$ cat src/rtl/sram_uart_tx_interface_pkg.sv
// Shared types and constants for the SRAM-to-UART transmit path.
// Holds both FSM state encodings and the default baud divisor.
package sram_uart_tx_interface_pkg;

  typedef enum logic [2:0] {
    S_TX_IDLE,
    S_TX_ISSUE,
    S_TX_WAIT1,
    S_TX_WAIT2,
    S_TX_SEND_HI,
    S_TX_SEND_LO,
    S_TX_FINISH
  } sram_tx_state_type;

  typedef enum logic [1:0] {
    S_UTX_IDLE,
    S_UTX_START,
    S_UTX_DATA,
    S_UTX_STOP
  } uart_tx_state_type;

  localparam int UART_CLOCKS_PER_BIT_DEFAULT = 434;

  // Width of a down-counter that must hold clocks_per_bit-1.
  function automatic int period_cnt_width(input int clocks_per_bit);
    return (clocks_per_bit > 1) ? $clog2(clocks_per_bit) : 1;
  endfunction

endpackage

$ cat src/rtl/sram_uart_tx_interface_serializer.sv
// 8N1 UART byte serializer; ready in idle and in the last stop-bit cycle,
// so a load in that cycle starts the next frame with no idle gap.
//
// state        | meaning
// S_UTX_IDLE   | line high, waiting for a byte
// S_UTX_START  | driving the start bit (0)
// S_UTX_DATA   | shifting 8 data bits, LSB first
// S_UTX_STOP   | driving the stop bit (1)
module uart_tx_serializer
  import sram_uart_tx_interface_pkg::*;
#(
  parameter int CLOCKS_PER_BIT = UART_CLOCKS_PER_BIT_DEFAULT
) (
  input  logic       i_clock,
  input  logic       i_reset,
  input  logic       i_tx_start,
  input  logic [7:0] i_tx_data,
  output logic       o_tx_ready,
  output logic       o_uart_tx
);

  localparam int CW = period_cnt_width(CLOCKS_PER_BIT);
  localparam logic [CW-1:0] PERIOD_LAST = CW'(CLOCKS_PER_BIT - 1);

  uart_tx_state_type r_state, w_state_next;
  logic [CW-1:0] r_period_cnt;
  logic [2:0]    r_bit_cnt;
  logic [7:0]    r_shift;
  logic          r_tx;
  logic          w_period_done, w_ready, w_load;

  always_comb begin
    w_period_done = (r_period_cnt == '0);
    w_ready       = (r_state == S_UTX_IDLE) || ((r_state == S_UTX_STOP) && w_period_done);
    w_load        = i_tx_start && w_ready;
    w_state_next  = r_state;
    case (r_state)
      S_UTX_IDLE:  w_state_next = S_UTX_IDLE;
      S_UTX_START: if (w_period_done) w_state_next = S_UTX_DATA;
      S_UTX_DATA:  if (w_period_done && (r_bit_cnt == 3'd0)) w_state_next = S_UTX_STOP;
      S_UTX_STOP:  if (w_period_done) w_state_next = S_UTX_IDLE;
      default:     w_state_next = S_UTX_IDLE;
    endcase
    if (w_load) w_state_next = S_UTX_START;
  end

  always_ff @(posedge i_clock) begin
    if (i_reset) begin
      r_state      <= S_UTX_IDLE;
      r_period_cnt <= '0;
      r_bit_cnt    <= '0;
      r_shift      <= '0;
      r_tx         <= 1'b1;
    end else begin
      r_state <= w_state_next;
      if (w_load) begin
        r_shift      <= i_tx_data;
        r_period_cnt <= PERIOD_LAST;
        r_tx         <= 1'b0;
      end else if (r_state != S_UTX_IDLE) begin
        if (!w_period_done) begin
          r_period_cnt <= r_period_cnt - CW'(1);
        end else begin
          r_period_cnt <= PERIOD_LAST;
          case (r_state)
            S_UTX_START: begin
              r_tx      <= r_shift[0];
              r_shift   <= {1'b0, r_shift[7:1]};
              r_bit_cnt <= 3'd7;
            end
            S_UTX_DATA: begin
              if (r_bit_cnt == 3'd0) begin
                r_tx <= 1'b1;
              end else begin
                r_tx      <= r_shift[0];
                r_shift   <= {1'b0, r_shift[7:1]};
                r_bit_cnt <= r_bit_cnt - 3'd1;
              end
            end
            default: r_tx <= 1'b1;
          endcase
        end
      end
    end
  end

  assign o_tx_ready = w_ready;
  assign o_uart_tx  = r_tx;

endmodule

$ cat src/rtl/sram_uart_tx_interface.sv
// Streams a block of 16-bit SRAM words out on UART TX, high byte first,
// prefetching the next word while the current low byte is on the line.
//
// state         | meaning
// S_TX_IDLE     | waiting for Start
// S_TX_ISSUE    | first read address on the SRAM port
// S_TX_WAIT1    | SRAM read latency, cycle 1
// S_TX_WAIT2    | SRAM read latency, cycle 2; word captured
// S_TX_SEND_HI  | hand word[15:8] to the serializer
// S_TX_SEND_LO  | hand word[7:0] to the serializer; prefetch next word
// S_TX_FINISH   | drain the last frame, then pulse Done
module sram_uart_tx_interface
  import sram_uart_tx_interface_pkg::*;
#(
  parameter int CLOCKS_PER_BIT = UART_CLOCKS_PER_BIT_DEFAULT,
  parameter int ADDR_WIDTH     = 18
) (
  input  logic                  i_clock,
  input  logic                  i_reset,
  input  logic                  i_start,
  input  logic [ADDR_WIDTH-1:0] i_start_address,
  input  logic [ADDR_WIDTH-1:0] i_word_count,
  output logic [ADDR_WIDTH-1:0] o_sram_address,
  input  logic [15:0]           i_sram_read_data,
  output logic                  o_sram_we_n,
  output logic                  o_uart_tx,
  output logic                  o_busy,
  output logic                  o_done
);

  sram_tx_state_type r_state, w_state_next;
  logic [ADDR_WIDTH-1:0] r_addr, r_words_left;
  logic [15:0]           r_buffer;
  logic                  r_buffer_valid, r_done;
  logic [2:0]            r_pf_pipe;
  logic                  w_accept, w_capture, w_tx_start, w_tx_ready;
  logic                  w_load_lo, w_prefetch, w_done_set;
  logic [7:0]            w_tx_data;

  always_comb begin
    w_state_next = r_state;
    w_accept     = 1'b0;
    w_tx_start   = 1'b0;
    w_tx_data    = r_buffer[15:8];
    w_load_lo    = 1'b0;
    w_prefetch   = 1'b0;
    w_done_set   = 1'b0;
    // Prefetch data lands two cycles after its address, same as the first read.
    w_capture    = (r_state == S_TX_WAIT2) || r_pf_pipe[2];
    case (r_state)
      S_TX_IDLE: begin
        if (i_start) begin
          if (i_word_count != '0) begin
            w_accept     = 1'b1;
            w_state_next = S_TX_ISSUE;
          end else begin
            w_done_set = 1'b1;
          end
        end
      end
      S_TX_ISSUE: w_state_next = S_TX_WAIT1;
      S_TX_WAIT1: w_state_next = S_TX_WAIT2;
      S_TX_WAIT2: w_state_next = S_TX_SEND_HI;
      S_TX_SEND_HI: begin
        if (r_buffer_valid) begin
          w_tx_start = 1'b1;
          if (w_tx_ready) w_state_next = S_TX_SEND_LO;
        end
      end
      S_TX_SEND_LO: begin
        w_tx_start = 1'b1;
        w_tx_data  = r_buffer[7:0];
        if (w_tx_ready) begin
          w_load_lo = 1'b1;
          if (r_words_left == ADDR_WIDTH'(1)) begin
            w_state_next = S_TX_FINISH;
          end else begin
            w_prefetch   = 1'b1;
            w_state_next = S_TX_SEND_HI;
          end
        end
      end
      S_TX_FINISH: begin
        if (w_tx_ready) begin
          w_done_set   = 1'b1;
          w_state_next = S_TX_IDLE;
        end
      end
      default: w_state_next = S_TX_IDLE;
    endcase
  end

  always_ff @(posedge i_clock) begin
    if (i_reset) begin
      r_state        <= S_TX_IDLE;
      r_addr         <= '0;
      r_words_left   <= '0;
      r_buffer       <= '0;
      r_buffer_valid <= 1'b0;
      r_pf_pipe      <= '0;
      r_done         <= 1'b0;
    end else begin
      r_state   <= w_state_next;
      r_done    <= w_done_set;
      r_pf_pipe <= {r_pf_pipe[1:0], w_prefetch};
      if (w_accept) begin
        r_addr       <= i_start_address;
        r_words_left <= i_word_count;
      end
      if (w_prefetch) begin
        r_addr       <= r_addr + ADDR_WIDTH'(1);
        r_words_left <= r_words_left - ADDR_WIDTH'(1);
      end
      if (w_capture) begin
        r_buffer       <= i_sram_read_data;
        r_buffer_valid <= 1'b1;
      end else if (w_load_lo) begin
        r_buffer_valid <= 1'b0;
      end
    end
  end

  uart_tx_serializer #(
    .CLOCKS_PER_BIT(CLOCKS_PER_BIT)
  ) u_serializer (
    .i_clock   (i_clock),
    .i_reset   (i_reset),
    .i_tx_start(w_tx_start),
    .i_tx_data (w_tx_data),
    .o_tx_ready(w_tx_ready),
    .o_uart_tx (o_uart_tx)
  );

  assign o_sram_address = r_addr;
  assign o_sram_we_n    = 1'b1;
  assign o_busy         = (r_state != S_TX_IDLE);
  assign o_done         = r_done;

endmodule

$ cat config.mk
export PLATFORM = sky130hd
export DESIGN_NAME = sram_uart_tx_interface
export DESIGN_NICKNAME = d
export VERILOG_FILES = /design/src/rtl/sram_uart_tx_interface_pkg.sv /design/src/rtl/sram_uart_tx_interface_serializer.sv /design/src/rtl/sram_uart_tx_interface.sv
export SDC_FILE = /design/constraint.sdc
export NUM_CORES = 1
export LEC_CHECK = 0
export BUFFER_PORTS_ARGS = -buffer_cell sky130_fd_sc_hd__clkbuf_2
export CAP_MARGIN = 20
export CORE_MARGIN = 3
export CORE_UTILIZATION = 32
export CTS_CLUSTER_DIAMETER = 120
export DETAILED_ROUTE_END_ITERATION = 8
export GPL_TIMING_DRIVEN = 0
export MAX_ROUTING_LAYER = met4
export SETUP_SLACK_MARGIN = 0.02
export SLEW_MARGIN = 25
export SYNTH_ARGS = -nofsm -noshare
export SYNTH_HDL_FRONTEND = slang
export SYNTH_SLANG_ARGS = --single-unit
$ cat constraint.sdc
create_clock -name i_clock -period 3.1 [get_ports i_clock]
set_clock_uncertainty 0.15 [all_clocks]
set_input_delay 0.155 -clock i_clock [delete_from_list [all_inputs] [get_ports i_clock]]
set_output_delay 0.155 -clock i_clock [all_outputs]
set_load 0.02 [all_outputs]
; Word level (Yosys, flattened, before mapping)
; Cells that the tools add are included.
[classes]
n_reduce_logical = 25
n_addsub = 4
mux = 48
eq_ne = 24
bitwise_logic = 1
[ops]
columns = cell, n
row1 = $mux W18, 4
row2 = $mux W8, 5
row3 = $mux W9, 3
row4 = $mux W3, 7
row5 = $pmux W3 S7, 1
row6 = $add A18 B1 Y18 const B, 1
row7 = $eq A18 B1 Y1 const B, 1
row8 = $mux W1, 18
row9 = $reduce_bool A18 Y1, 1
row10 = $sub A18 B1 Y18 const B, 1
row11 = $pmux W8 S2, 1
row12 = $ne A2 B1 Y1 const B, 6
row13 = $reduce_bool A2 Y1, 6
row14 = $eq A3 B3 Y1 const B, 3
row15 = $logic_not A9 Y1, 1
row16 = $ne A3 B1 Y1 const B, 3
row17 = $sub A9 B1 Y9 const B, 1
row18 = $mux W2, 4
row19 = $ne A2 B2 Y1 const B, 4
row20 = $pmux W2 S4, 1
row21 = $eq A3 B2 Y1 const B, 2
row22 = $logic_not A3 Y1, 2
row23 = $pmux W1 S2, 3
row24 = $pmux W3 S2, 1
row25 = 16 further kinds, 22
[totals]
reg_bits = 83

; Longest topological paths before layout
; Gate-level depths: netlist of the first run.
[logic_depth]
depth_word = 7
depth_mapped = 9
mapped_depth_nobuf = 7

; Cells and area by module
; Synthesis of the first run repeated with hierarchy kept, for this count alone.
[hier_totals]
hier_cells = 531
hier_area_um2 = 4475.5
[by_module_without_submodules]
columns = mod, cells_each, area_each_um2, instances, seq_area_each_um2
row1 = sram_uart_tx_interface, 386, 3210.6, 1, 1201.2
row2 = uart_tx_serializer, 145, 1265.0, 1, 460.4

; Least setup slack after synthesis of the first run
; OpenSTA, ideal clock, no wires.
[synth_path]
path_type = reg-to-reg
startpoint = register u_serializer.r_period_cnt[0]
endpoint = register r_addr[10], in the netlist o_sram_address[10]
stages_incl_launch_ff = 9
period_less_slack_ps = 2750
t_required_ps = 2820
t_arrival_ps = 2470
path_buffers = 1
path_slack_ps = 350
path_cell_list = dfxtp_1 inv_1 ha_1 nor4b_1 a31oi_1 a211oi_2 buf_2 mux2i_1 o22ai_1
[synth_via]
elab_chain_cells = 6
elab_cells_between_ends = 7
cone_classes = mux: 3 / reduce/logical: 4
[synth_lines]
columns = element, line_no
row1 = "start, declared", sram_uart_tx_interface_serializer.sv:26  ; logic [CW-1:0] r_period_cnt;
row2 = "start signal, assigned", sram_uart_tx_interface_serializer.sv:62  ; r_period_cnt <= r_period_cnt - CW'(1);
row3 = $logic_not A9 Y1 *, sram_uart_tx_interface_serializer.sv:33  ; w_period_done = (r_period_cnt == '0);
row4 = $logic_and A1 B1 Y1 *, sram_uart_tx_interface_serializer.sv:34  ; w_ready = (r_state == S_UTX_IDLE) || ((r_state == S_UTX_STOP) && w_period_done);
row5 = $logic_or A1 B1 Y1 *, sram_uart_tx_interface_serializer.sv:34
row6 = $mux W1 *, sram_uart_tx_interface.sv:73  ; if (w_tx_ready) begin
row7 = $mux W1 *, sram_uart_tx_interface.sv:50  ; case (r_state)
row8 = $mux W18 or $reduce_bool A2 Y1 (tied branches), --
row9 = "end signal, assigned", sram_uart_tx_interface.sv:107  ; r_addr <= i_start_address;
row10 = "end signal, assigned", sram_uart_tx_interface.sv:111  ; r_addr <= r_addr + ADDR_WIDTH'(1);
row11 = "end, declared", sram_uart_tx_interface.sv:32  ; logic [ADDR_WIDTH-1:0] r_addr, r_words_left;
; Mark *: on every way between the ends. The rest lies on a longest branch, timed or not.
; A chain may end at the register's enable or synchronous reset.

; Worst setup path in the final report of the first run
[layout_path]
startpoint = register r_words_left[4]
endpoint = register r_words_left[14]
[layout_via]
elab_chain_cells = 5
elab_cells_between_ends = 7
cone_classes = add/sub: 1 / eq/ne: 1 / mux: 4 / reduce/logical: 1
[layout_lines]
columns = element, line_no
row1 = "start, declared", sram_uart_tx_interface.sv:32
row2 = "start signal, assigned", sram_uart_tx_interface.sv:108  ; r_words_left <= i_word_count;
row3 = "start signal, assigned", sram_uart_tx_interface.sv:112  ; r_words_left <= r_words_left - ADDR_WIDTH'(1);
row4 = branches (longest 5 deep; another with $sub A18 B1 Y18), --
; Parallel ways; which one is timed is not known.

==> impl_metrics.prom, run 1 <==
# TYPE chip_impl_metric gauge
chip_impl_metric{name="grt_remaining_overflow",unit=""} 0
chip_impl_metric{name="register_bit_count_reported_by_yosys",unit=""} 83
chip_impl_metric{name="setup_viol_count_final",unit=""} 0
chip_impl_info{name="clock_tree.root_cell",value="clkbuf_16"} 1
chip_impl_metric{name="detailedRoute.firstIterationViolations",unit=""} 285
chip_impl_metric{name="seqCellArea",unit="µm²"} 1660
chip_impl_metric{name="synthesis.area",unit="µm²"} 4380
chip_impl_metric{name="timing_hold_violations_final",unit=""} 0
chip_impl_metric{name="max_slew_margin",unit="%"} 47.5
chip_impl_metric{name="final_period_minus_worst_setup_slack",unit="ns"} 2.99
chip_impl_metric{name="hold_slack",unit="ns"} 0.0163
chip_impl_metric{name="htreeDepth",unit=""} 3
chip_impl_metric{name="power_density",unit="nW/µm²"} 520
chip_impl_metric{name="detailed_place.area",unit="µm²"} 4970
chip_impl_metric{name="grt_start_max_net_pins",unit=""} 14
chip_impl_metric{name="chipWidth",unit="µm"} 123
chip_impl_info{name="layout.cells.most_common",value="dfxtp_1"} 1
chip_impl_metric{name="final_area",unit="µm²"} 5800
chip_impl_info{name="status",value="finished, final reports clean"} 1
chip_impl_info{name="startpoint_type",value="flip-flop"} 1
chip_impl_metric{name="synth_seq_area_share",unit="%"} 37.9
chip_impl_info{name="criticalPathCategory",value="flip-flop to flip-flop"} 1
chip_impl_info{name="synth-main-ff-cell",value="dfxtp_1"} 1
chip_impl_metric{name="post_synth_num_cell_types",unit=""} 61
chip_impl_metric{name="synth_cells",unit=""} 515
chip_impl_metric{name="drt_drc_violations_left",unit=""} 0
chip_impl_info{name="yosys-top-cells-area",value="dfxtp_1 (38%), mux2i_1 (5.3%), nand2_1 (3.9%), nor2_1 (3.3%), a21oi_1 (3.3%)"} 1
chip_impl_metric{name="start_util",unit="%"} 32.9
chip_impl_metric{name="grt_pass1_vias",unit=""} 4368
chip_impl_metric{name="core.rowCount",unit=""} 42
chip_impl_metric{name="final_layout_size_suffix_gt1_share",unit="%"} 17.8
chip_impl_metric{name="report.final.slew_viol_count",unit=""} 0
chip_impl_metric{name="static-leakage-power",unit="nW"} 2.32
chip_impl_metric{name="cp.arrival",unit="ns"} 3.11
chip_impl_metric{name="clk_pin_slew_worst_paths",unit="ns"} 0.06
chip_impl_metric{name="cp.required",unit="ns"} 3.22
chip_impl_metric{name="via_per_inst",unit=""} 5.50
chip_impl_metric{name="numCtsBuffers",unit=""} 9
chip_impl_metric{name="multiInputGateArea",unit="µm²"} 2600
chip_impl_info{name="synth_top_cell_by_area",value="dfxtp_1"} 1
chip_impl_metric{name="synth_edf_count",unit=""} 0
chip_impl_info{name="grt_setup_unrepaired",value="no"} 1
chip_impl_metric{name="ios",unit=""} 77
chip_impl_metric{name="worst_skew_pair.late_latency",unit="ns"} 0.34
chip_impl_metric{name="synth_fp_nets",unit=""} 581
chip_impl_metric{name="total_number_of_yosys_warnings",unit=""} 0
chip_impl_metric{name="crit_fanout",unit=""} 8
chip_impl_metric{name="tightest_slew",unit="ns"} 0.768
chip_impl_metric{name="number_of_antenna_repair_diodes",unit=""} 0
chip_impl_metric{name="avgSynthCellArea",unit="µm²"} 8.50
chip_impl_metric{name="post-route-period-util",unit="%"} 96.5
chip_impl_metric{name="die-height",unit="µm"} 123
chip_impl_info{name="top_library_cells_by_usage_in_the_layout_fill_and_taps_aside",value="dfxtp_1 (83), clkbuf_2 (76), nand2_1 (46)"} 1
chip_impl_metric{name="grt_first_pass_wirelength",unit="µm"} 21800
chip_impl_metric{name="gp_congestion",unit=""} 0.926
chip_impl_metric{name="grt_usage",unit="%"} 18.7
chip_impl_metric{name="ant_nets",unit=""} 0
chip_impl_metric{name="die_area",unit="µm²"} 15100
chip_impl_metric{name="ffs_w_async_s_r_synth",unit="%"} 0
chip_impl_metric{name="drt_pass1_iterations",unit=""} 5
chip_impl_metric{name="wl_per_cell",unit="µm"} 16.6
chip_impl_metric{name="fill_cells",unit=""} 1321
chip_impl_metric{name="vias",unit=""} 4546
chip_impl_metric{name="max_cap_violations",unit=""} 0
chip_impl_metric{name="design.core.area",unit="µm²"} 13300
chip_impl_metric{name="maximum_root_to_sink_buffer_count",unit=""} 2
chip_impl_metric{name="wirelength",unit="µm"} 13700
chip_impl_metric{name="achievable-frequency",unit="MHz"} 334
chip_impl_metric{name="dpl.hpwl",unit="µm"} 9660
chip_impl_info{name="tritoncts",value="done"} 1
chip_impl_metric{name="flow.area_growth_from_synthesis",unit="%"} 32.5
chip_impl_metric{name="cts.sinks",unit=""} 83
chip_impl_metric{name="antenna_found_initial",unit=""} 0
chip_impl_metric{name="peakVddDrop",unit="mV"} 0.263
chip_impl_metric{name="synth_top_cell_area_share",unit="%"} 37.9
chip_impl_metric{name="flop2flop_setup_slack",unit="ns"} 0.11
chip_impl_info{name="hold_path.class",value="input pin to flip-flop"} 1
chip_impl_info{name="crit_path_end_kind",value="flip-flop"} 1
chip_impl_metric{name="final_nets",unit=""} 711
chip_impl_metric{name="port_buffers",unit=""} 75
[synth_stat cells (5+ instances only)]
cell / number
a311oi_1: 5
nand3_1: 23
a32oi_1: 5
and3_1: 5
nand2b_1: 19
nor2b_1: 5
a31oi_1: 14
mux2_2: 5
nor4_1: 7
a32o_1: 7
a21oi_1: 29
nor2_1: 39
a22oi_1: 13
mux2i_1: 23
o22ai_1: 9
nand2_1: 46
ha_1: 11
o211ai_1: 8
o311ai_0: 10
clkbuf_1: 24
nand4_1: 5
or3_1: 8
inv_1: 20
dfxtp_1: 83
or4_1: 12
nor3_1: 17
[per-layer routing]
| metal | vias to the layer above | global-route usage (%) | routed length (µm) | part of all wire, % |
|---|---|---|---|---|
| met3 | 35 | 3.48 | 827 | 6.0 |
| met5 | - | - | 0 | 0 |
| li1 | 2197 | - | - | - |
| met4 | 0 | 7.96 | 390 | 2.8 |
| met1 | 2151 | 23.7 | 6260 | 46 |
| met2 | 163 | 29.3 | 6240 | 45 |
[state kept, by name (all words and copies together), names as in the netlist, 2 cells and up]
register / flops
u_serializer.r_bit_cnt: 3
r_buffer: 16
u_serializer.r_period_cnt: 9
r_words_left: 18
r_state: 3
r_pf_pipe: 3
o_sram_address: 18
u_serializer.r_shift: 8
u_serializer.r_state: 2
[critical path, stage by stage (launching register included)]
cell	delay, ns
dfxtp_1	0.36
or4_1	0.53
clkbuf_2	0.19
or4_1	0.50
buf_2	0.20
or4_4	0.51
or3_1	0.31
a31oi_1	0.16
[power by group]
group          internal (mW)  switching [mW]  leakage [nW]
Sequential              1.15          0.0922         0.675
Clock                  0.645           0.432         0.139
Combinational          0.288           0.416          1.50
[cell families after synthesis]
logic type	synth area share, %
other	0.0856
adders and majority gates	3.14
xor gates and xnor gates	1.40
muxes	6.54
buffers and inverters	4.66
AOI/OAI and AO/OA	22.4
DFF	37.9
and+or+nand+nor	23.8
[per-stage QoR]
step	power [mW]	worst slack (ns)	util (%)	instances	TNS, ns
2_1_floorplan	1.66	0.350	-	515	0
6_report	3.02	0.108	43.6	826	0
4_1_cts	2.99	0.0213	43.1	825	0
5_1_grt	3.15	0.0285	43.6	826	0
3_3_place_gp	1.85	-0.351	37.4	766	-3.63
3_5_place_dp	1.86	-0.469	37.4	766	-5.52
[area by class of cell]
type / instances / area share (%)
Clock inverter: 4 / 0.863
Clock buffer: 12 / 4.25
Timing Repair Buffer: 119 / 14.0
Inverter: 20 / 1.29
Multi-Input combinational cell: 381 / 44.8
Buffer: 31 / 2.33
Tap cell: 176 / 3.80
Sequential cell: 83 / 28.6
[repair_timing]
| action | CTS | global route |
|---|---|---|
| hold buffers | 43 | 0 |
| gates resized for setup | 4 | 8 |
| pin swaps | 0 | 1 |
| hold endpoints to repair | 43 | 0 |
| setup endpoints to repair | 30 | 41 |
| buffers inserted | 0 | 1 |
[worst paths after layout]
check / startpoint / endpoint / cells past startpoint
max reg2reg: r_words_left[4] / r_words_left[14] / 7
min: i_start_address[9] / o_sram_address[9] / 3
max: r_words_left[4] / r_words_left[14] / 7
min reg2reg: r_pf_pipe[1] / r_pf_pipe[2] / 1
(Power assumes the default switching activity.)
==> inputs of run 2 (changes only) <==
--- a/config.mk
+++ b/config.mk
@@ -5,6 +5,7 @@
 export SDC_FILE = /design/constraint.sdc
 export NUM_CORES = 1
 export LEC_CHECK = 0
+export ABC_AREA = 1
 export BUFFER_PORTS_ARGS = -buffer_cell sky130_fd_sc_hd__clkbuf_2
 export CAP_MARGIN = 20
 export CORE_MARGIN = 3
==> impl_metrics.prom, run 2 <==
# TYPE chip_impl_metric gauge
chip_impl_metric{name="crit_fanout",unit=""} 10
chip_impl_metric{name="avgSynthCellArea",unit="µm²"} 6.57
chip_impl_info{name="clock_tree.root_cell",value="clkbuf_16"} 1
chip_impl_info{name="status",value="finished, final reports clean"} 1
chip_impl_metric{name="worst_skew_pair.late_latency",unit="ns"} 0.35
chip_impl_info{name="synth_top_cell_by_area",value="dfxtp_1"} 1
chip_impl_metric{name="post_synthesis_xor_xnor_area_fraction",unit="%"} 5.50
chip_impl_metric{name="wirelength",unit="µm"} 14500
chip_impl_info{name="top_library_cells_by_usage_in_the_layout_fill_and_taps_aside",value="nand2_1 (225), nor2_1 (110), dfxtp_1 (83)"} 1
chip_impl_metric{name="multiInputGateArea",unit="µm²"} 2970
chip_impl_info{name="worstSetupEndpoint",value="r_words_left[8]"} 1
chip_impl_metric{name="drt_pass1_iterations",unit=""} 5
chip_impl_metric{name="grt_usage",unit="%"} 17.3
chip_impl_metric{name="synth_top_cell_area_share",unit="%"} 32.6
chip_impl_metric{name="antenna_found_initial",unit=""} 0
chip_impl_metric{name="dpl_worst_slack",unit="ns"} 1.09
chip_impl_metric{name="cp.arrival",unit="ns"} 2.20
chip_impl_metric{name="design.core.area",unit="µm²"} 15400
chip_impl_info{name="tritoncts",value="done"} 1
chip_impl_metric{name="port_buffers",unit=""} 74
chip_impl_metric{name="flow.area_growth_from_synthesis",unit="%"} 25.4
chip_impl_metric{name="rr_worst_depth",unit=""} 12
chip_impl_metric{name="htreeDepth",unit=""} 3
chip_impl_metric{name="ant_nets",unit=""} 0
chip_impl_metric{name="max_cap_violations",unit=""} 0
chip_impl_metric{name="grt_pass1_vias",unit=""} 4703
chip_impl_metric{name="cp.required",unit="ns"} 3.15
chip_impl_metric{name="achievable-frequency",unit="MHz"} 467
chip_impl_metric{name="finalSetupTns",unit="ns"} 0
chip_impl_metric{name="post-route-period-util",unit="%"} 69.1
chip_impl_metric{name="cts_hold_buffers_added",unit=""} 39
chip_impl_metric{name="timing_hold_violations_final",unit=""} 0
chip_impl_metric{name="gp_congestion",unit=""} 0.871
chip_impl_metric{name="numCtsBuffers",unit=""} 9
chip_impl_metric{name="cts.sinks",unit=""} 83
chip_impl_metric{name="wl_met3",unit="µm"} 483
chip_impl_metric{name="fill_cells",unit=""} 1652
chip_impl_metric{name="met2_routed_length",unit="µm"} 6570
chip_impl_info{name="layout.cells.most_common",value="nand2_1"} 1
chip_impl_metric{name="chipWidth",unit="µm"} 132
chip_impl_metric{name="detailedRoute.firstIterationViolations",unit=""} 319
chip_impl_metric{name="clk_pin_slew_worst_paths",unit="ns"} 0.07
chip_impl_metric{name="flop2flop_setup_slack",unit="ns"} 1.08
chip_impl_metric{name="vias",unit=""} 5204
chip_impl_info{name="synth-main-ff-cell",value="dfxtp_1"} 1
chip_impl_metric{name="setup_viol_count_final",unit=""} 0
chip_impl_info{name="highest_layer_used_for_signal_routing",value="met4"} 1
chip_impl_metric{name="met1Wirelength",unit="µm"} 7130
chip_impl_info{name="criticalPathCategory",value="input pin to flip-flop"} 1
chip_impl_info{name="yosys-top-cells-area",value="dfxtp_1 (33%), nand2_1 (17%), nor2_1 (8.1%), nand3_1 (6.2%), a21oi_1 (5.0%)"} 1
chip_impl_metric{name="grt_start_max_net_pins",unit=""} 14
chip_impl_metric{name="post-cts-setup-buffers",unit=""} 0
chip_impl_metric{name="final_period_minus_worst_setup_slack",unit="ns"} 2.14
chip_impl_metric{name="static-leakage-power",unit="nW"} 2.83
chip_impl_metric{name="synth_edf_count",unit=""} 0
chip_impl_info{name="crit_path_end_kind",value="flip-flop"} 1
chip_impl_info{name="startpoint_type",value="input pin"} 1
chip_impl_metric{name="via_per_inst",unit=""} 4.68
chip_impl_metric{name="drt_drc_violations_left",unit=""} 0
chip_impl_metric{name="power_density",unit="nW/µm²"} 865
chip_impl_metric{name="synth_fp_nets",unit=""} 841
chip_impl_metric{name="report.final.slew_viol_count",unit=""} 0
chip_impl_metric{name="ffs_w_async_s_r_synth",unit="%"} 0
chip_impl_metric{name="final_layout_size_suffix_gt1_share",unit="%"} 17.2
chip_impl_metric{name="seqCellArea",unit="µm²"} 1660
chip_impl_metric{name="synthesis.area",unit="µm²"} 5090
chip_impl_info{name="hold_path.class",value="input pin to flip-flop"} 1
chip_impl_metric{name="postcts_resize_cnt",unit=""} 0
chip_impl_metric{name="synth-adder-area-share",unit="%"} 2.70
chip_impl_metric{name="post-route-worst-setup-slack",unit="ns"} 0.959
chip_impl_metric{name="maximum_root_to_sink_buffer_count",unit=""} 2
chip_impl_metric{name="final_core_util",unit="%"} 41.5
chip_impl_metric{name="synth-simple-area-share",unit="%"} 37.9
chip_impl_info{name="grt_setup_unrepaired",value="no"} 1
chip_impl_info{name="setup.worst_path.start",value="i_word_count[12]"} 1
chip_impl_metric{name="synth_cells",unit=""} 775
chip_impl_metric{name="start_util",unit="%"} 33.1
chip_impl_metric{name="final_nets",unit=""} 965
chip_impl_metric{name="dpl.hpwl",unit="µm"} 10400
chip_impl_metric{name="wl_per_cell",unit="µm"} 13.0
chip_impl_info{name="reg2reg_to",value="o_sram_address[14]"} 1
chip_impl_metric{name="grt_first_pass_wirelength",unit="µm"} 23900
chip_impl_metric{name="die-height",unit="µm"} 132
chip_impl_metric{name="yosys-mux-area-fraction",unit="%"} 0
chip_impl_metric{name="post_synth_num_cell_types",unit=""} 40
chip_impl_metric{name="synth_seq_area_share",unit="%"} 32.6
chip_impl_metric{name="ios",unit=""} 77
chip_impl_info{name="synthMostInstantiatedCell",value="nand2_1"} 1
chip_impl_metric{name="peakVddDrop",unit="mV"} 0.362
chip_impl_metric{name="hold_slack",unit="ns"} 0.000624
chip_impl_metric{name="tightest_slew",unit="ns"} 0.692
chip_impl_metric{name="die_area",unit="µm²"} 17500
chip_impl_metric{name="number_of_antenna_repair_diodes",unit=""} 0
chip_impl_info{name="ys_top_cells_by_count",value="nand2_1 (225), nor2_1 (110), dfxtp_1 (83)"} 1
chip_impl_metric{name="total_number_of_yosys_warnings",unit=""} 0
chip_impl_metric{name="core.rowCount",unit=""} 45
chip_impl_metric{name="register_bit_count_reported_by_yosys",unit=""} 83
chip_impl_metric{name="synth-compound-area-share",unit="%"} 12.1
chip_impl_metric{name="finalPower",unit="mW"} 5.53
chip_impl_metric{name="grt_remaining_overflow",unit=""} 0
chip_impl_info{name="synth_top_family_by_area",value="simple AND/OR/NAND/NOR gates"} 1
chip_impl_metric{name="max_slew_margin",unit="%"} 53.9
chip_impl_info{name="launch_instance_of_the_worst_register_to_register_path",value="u_serializer.r_period_cnt[0]"} 1
-- run 2: cell count changes after synthesis, moves of 16 or more --
| cell | change |
|---|---|
| a21oi_1 | +22 |
| clkbuf_1 | -17 |
| inv_1 | +40 |
| mux2i_1 | -23 |
| nand2_1 | +179 |
| nand2b_1 | -19 |
| nand3_1 | +40 |
| nor2_1 | +71 |
| nor3_1 | -16 |
| o21ai_0 | +37 |
-- run 2: logic make-up (layout without fill, tap and decap cells) --
group                    after synthesis  in the layout
adder cells (fa/ha/maj)               11             11
AO/OA/AOI/OAI                        108            108
AND/OR/NAND/NOR                      440            440
XOR/XNOR                              32             32
other                                  1              1
flip-flops                            83             83
buffers and inverters                100            227
-- run 2: how the worst min path moves through the flow --
stage,slack [ns],from,to,depth (start not counted)
6_report,0.0006,i_word_count[11],r_words_left[11],5
5_1_grt,0.04,i_word_count[11],r_words_left[11],5
4_1_cts,0.0008,i_word_count[13],r_words_left[13],5
3_5_place_dp,0.25,r_pf_pipe[1],r_pf_pipe[2],2
3_3_place_gp,0.24,r_pf_pipe[1],r_pf_pipe[2],2
2_1_floorplan,0.17,i_sram_read_data[6],r_buffer[6],2
-- run 2: layer usage --
metal  global-route usage [%]  vias up
li1                         -     2720
met1                     23.4     2370
met2                     26.1       97
met3                     2.44       17
met4                     6.53        0
met5                        -        -
-- run 2: area by class of cell --
cell class / instances / area share (%)
clock buffers: 10 / 3.74
inverters: 70 / 4.12
multi-input cells: 592 / 46.5
clock inverters: 4 / 0.451
repair buffers: 113 / 11.9
flip-flops and latches: 83 / 26.0
well taps: 211 / 4.13
plain buffers: 30 / 3.16
-- run 2: worst max-delay path: stages --
cell	delay [ns]
dlygate4sd3_1	0.53
clkbuf_2	0.13
nor2_1	0.21
nand2_1	0.08
nor2_1	0.24
nand3_1	0.18
nand2_2	0.19
inv_2	0.07
buf_4	0.18
nand2_1	0.07
nand2_1	0.05
nand2_1	0.05
a21oi_1	0.06
-- run 2: per-stage QoR --
step	instances	area (µm²)
3_5_place_dp	1060	5730
4_1_cts	1113	6380
6_report	1113	6380
3_3_place_gp	1060	5730
5_1_grt	1113	6380
2_1_floorplan	775	5090
-- run 2: power by group --
group	total (mW)	leakage, nW	switching (mW)	internal [mW]
clock network	1.02	0.126	0.468	0.556
registers	1.62	0.677	0.267	1.35
logic	2.88	2.02	1.82	1.06
total	5.53	2.83	2.55	2.97
==> inputs of run 3 (changes only) <==
--- a/config.mk
+++ b/config.mk
@@ -5,7 +5,7 @@
 export SDC_FILE = /design/constraint.sdc
 export NUM_CORES = 1
 export LEC_CHECK = 0
-export ABC_AREA = 1
+export ABC_AREA = 0
 export BUFFER_PORTS_ARGS = -buffer_cell sky130_fd_sc_hd__clkbuf_2
 export CAP_MARGIN = 20
 export CORE_MARGIN = 3
==> constraint.sdc (replaced) <==
create_clock -name i_clock -period 1.9 [get_ports i_clock]
set_clock_uncertainty 0.15 [all_clocks]
set_input_delay 0.095 -clock i_clock [delete_from_list [all_inputs] [get_ports i_clock]]
set_output_delay 0.095 -clock i_clock [all_outputs]
set_load 0.02 [all_outputs]
==> impl_metrics.prom, run 3 (synthesis gave the netlist of run 1 again) <==
# TYPE chip_impl_metric gauge
chip_impl_info{name="tritoncts",value="done"} 1
chip_impl_metric{name="finalPower",unit="mW"} 5.53
chip_impl_metric{name="drt_pass1_iterations",unit=""} 5
chip_impl_metric{name="cp.required",unit="ns"} 1.96
chip_impl_info{name="startpoint_type",value="flip-flop"} 1
chip_impl_metric{name="port_buffers",unit=""} 75
chip_impl_metric{name="flow.area_growth_from_synthesis",unit="%"} 57.6
chip_impl_metric{name="report.final.slew_viol_count",unit=""} 0
chip_impl_metric{name="die-height",unit="µm"} 123
chip_impl_metric{name="multiInputGateArea",unit="µm²"} 3080
chip_impl_metric{name="post-route-worst-setup-slack",unit="ns"} -0.725
chip_impl_metric{name="numCtsBuffers",unit=""} 9
chip_impl_info{name="clock_tree.root_cell",value="clkbuf_16"} 1
chip_impl_metric{name="peakVddDrop",unit="mV"} 0.484
chip_impl_metric{name="hold_slack",unit="ns"} 0.0393
chip_impl_metric{name="design.core.area",unit="µm²"} 13300
chip_impl_metric{name="drt_drc_violations_left",unit=""} 0
chip_impl_metric{name="crit_fanout",unit=""} 7
chip_impl_info{name="grt_setup_unrepaired",value="yes"} 1
chip_impl_metric{name="die_area",unit="µm²"} 15100
chip_impl_info{name="top_library_cells_by_usage_in_the_layout_fill_and_taps_aside",value="clkbuf_2 (82), dfxtp_1 (73), dlygate4sd3_1 (52)"} 1
chip_impl_info{name="criticalPathCategory",value="flip-flop to flip-flop"} 1
chip_impl_metric{name="wl_per_cell",unit="µm"} 18.1
chip_impl_metric{name="max_cap_violations",unit=""} 0
chip_impl_metric{name="post-route-period-util",unit="%"} 138
chip_impl_metric{name="seqCellArea",unit="µm²"} 1670
chip_impl_metric{name="rr_worst_depth",unit=""} 7
chip_impl_metric{name="clk_pin_slew_worst_paths",unit="ns"} 0.06
chip_impl_info{name="violations",value="setup timing"} 1
chip_impl_info{name="crit_path_end_kind",value="flip-flop"} 1
chip_impl_metric{name="maximum_root_to_sink_buffer_count",unit=""} 2
chip_impl_metric{name="achievable-frequency",unit="MHz"} 381
chip_impl_metric{name="grt_start_max_net_pins",unit=""} 13
chip_impl_metric{name="dpl.hpwl",unit="µm"} 9590
chip_impl_metric{name="antenna_found_initial",unit=""} 0
chip_impl_metric{name="grt_pass1_vias",unit=""} 4907
chip_impl_metric{name="chipWidth",unit="µm"} 123
chip_impl_metric{name="detailed_place.area",unit="µm²"} 5070
chip_impl_metric{name="final_period_minus_worst_setup_slack",unit="ns"} 2.62
chip_impl_metric{name="vias",unit=""} 4968
chip_impl_metric{name="final_layout_size_suffix_gt1_share",unit="%"} 36.3
chip_impl_metric{name="wirelength",unit="µm"} 16000
chip_impl_metric{name="cts.sinks",unit=""} 83
chip_impl_metric{name="power_density",unit="nW/µm²"} 801
chip_impl_metric{name="number_of_antenna_repair_diodes",unit=""} 0
chip_impl_metric{name="grt_remaining_overflow",unit=""} 0
chip_impl_metric{name="max_slew_margin",unit="%"} 34.4
chip_impl_metric{name="timing_hold_violations_final",unit=""} 0
chip_impl_metric{name="worst_skew_pair.late_latency",unit="ns"} 0.35
chip_impl_metric{name="htreeDepth",unit=""} 3
chip_impl_metric{name="tightest_slew",unit="ns"} 0.975
chip_impl_metric{name="final_core_util",unit="%"} 51.9
chip_impl_metric{name="gp_congestion",unit=""} 0.885
chip_impl_metric{name="setup_viol_count_final",unit=""} 61
chip_impl_metric{name="hold_path_cell_cnt",unit=""} 3
chip_impl_info{name="hold_path.class",value="input pin to flip-flop"} 1
chip_impl_metric{name="start_util",unit="%"} 32.9
chip_impl_metric{name="final_area",unit="µm²"} 6900
chip_impl_metric{name="ant_nets",unit=""} 0
chip_impl_metric{name="core.rowCount",unit=""} 42
chip_impl_metric{name="final_nets",unit=""} 772
chip_impl_metric{name="static-leakage-power",unit="nW"} 2.77
chip_impl_metric{name="grt_first_pass_wirelength",unit="µm"} 24800
chip_impl_metric{name="cp.arrival",unit="ns"} 2.68
chip_impl_info{name="status",value="complete, but fails checks"} 1
chip_impl_metric{name="detailedRoute.firstIterationViolations",unit=""} 354
chip_impl_metric{name="ios",unit=""} 77
chip_impl_metric{name="grt_usage",unit="%"} 21.6
chip_impl_info{name="layout.cells.most_common",value="clkbuf_2"} 1
chip_impl_metric{name="fill_cells",unit=""} 1145
chip_impl_metric{name="via_per_inst",unit=""} 5.61
==> run 3: cell count changes in the layout (fill, tap and decap cells not counted), sizes merged, moves of 14 or more <==
cell    previous run  this run
nand2b             0        19
mux2i              0        23
xor2              19         4
clkbuf            91       107
o21ai             43         3
a21oi             60        29
nand2            232        46
nor3               3        17
buf               23        63
inv               69        20
nor2             124        39
nand3             65        23
==> run 3: metrics by stage <==
| step | setup WS (ns) | std cells | setup TNS (ns) |
|---|---|---|---|
| 6_report | -0.725 | 886 | -25.50 |
| 5_1_grt | -0.787 | 886 | -29.96 |
| 4_1_cts | -0.691 | 870 | -22.60 |
| 3_5_place_dp | -1.08 | 766 | -42.67 |
| 3_3_place_gp | -1.06 | 766 | -40.85 |
| 2_1_floorplan | -0.710 | 515 | -20.66 |
==> run 3: per-layer routing <==
layer	vias to the layer above	part of all wire (%)	GRT usage (%)
met2	204	49	35.7
met5	-	0	-
met1	2389	41	24.9
li1	2328	-	-
met3	47	6.1	5.31
met4	0	3.5	9.41
==> run 3: what timing repair did <==
action | in CTS | in global routing
hold buffers | 52 | 0
cloned | 4 | 0
pin swaps | 37 | 48
endpoints found under the setup margin | 71 | 72
hold endpoints to repair | 52 | 0
buffers inserted | 36 | 20
gates resized for setup | 90 | 66
==> run 3: final timing paths <==
check	start	end	slack (ns)
min reg2reg	r_pf_pipe[1]	r_pf_pipe[2]	0.29
max	r_words_left[5]	r_words_left[11]	-0.72
min	i_reset	o_sram_address[7]	0.04
max reg2reg	r_words_left[5]	r_words_left[11]	-0.72
==> run 3: cell type report <==
class,count,area share [%]
flip-flops and latches,83,24.3
multi-input cells,382,44.7
well taps,176,3.19
clock buffers,12,3.57
clock inverters,3,0.218
plain buffers,27,2.57
inverters,20,1.09
repair buffers,183,20.4
==> run 3: report_power, final <==
group,leakage (nW),switching [mW],internal (mW)
clock network,0.132,0.689,0.907
logic,1.95,0.969,0.919
registers,0.679,0.168,1.87
==> run 3: critical path, cell delays in order, from the launching register on <==
cell and delay, ns:
dfxtp_2 0.32, or4_4 0.54, or4_4 0.52, buf_4 0.17, buf_4 0.14, o2111a_2 0.33, a32oi_1 0.23, a21oi_1 0.08
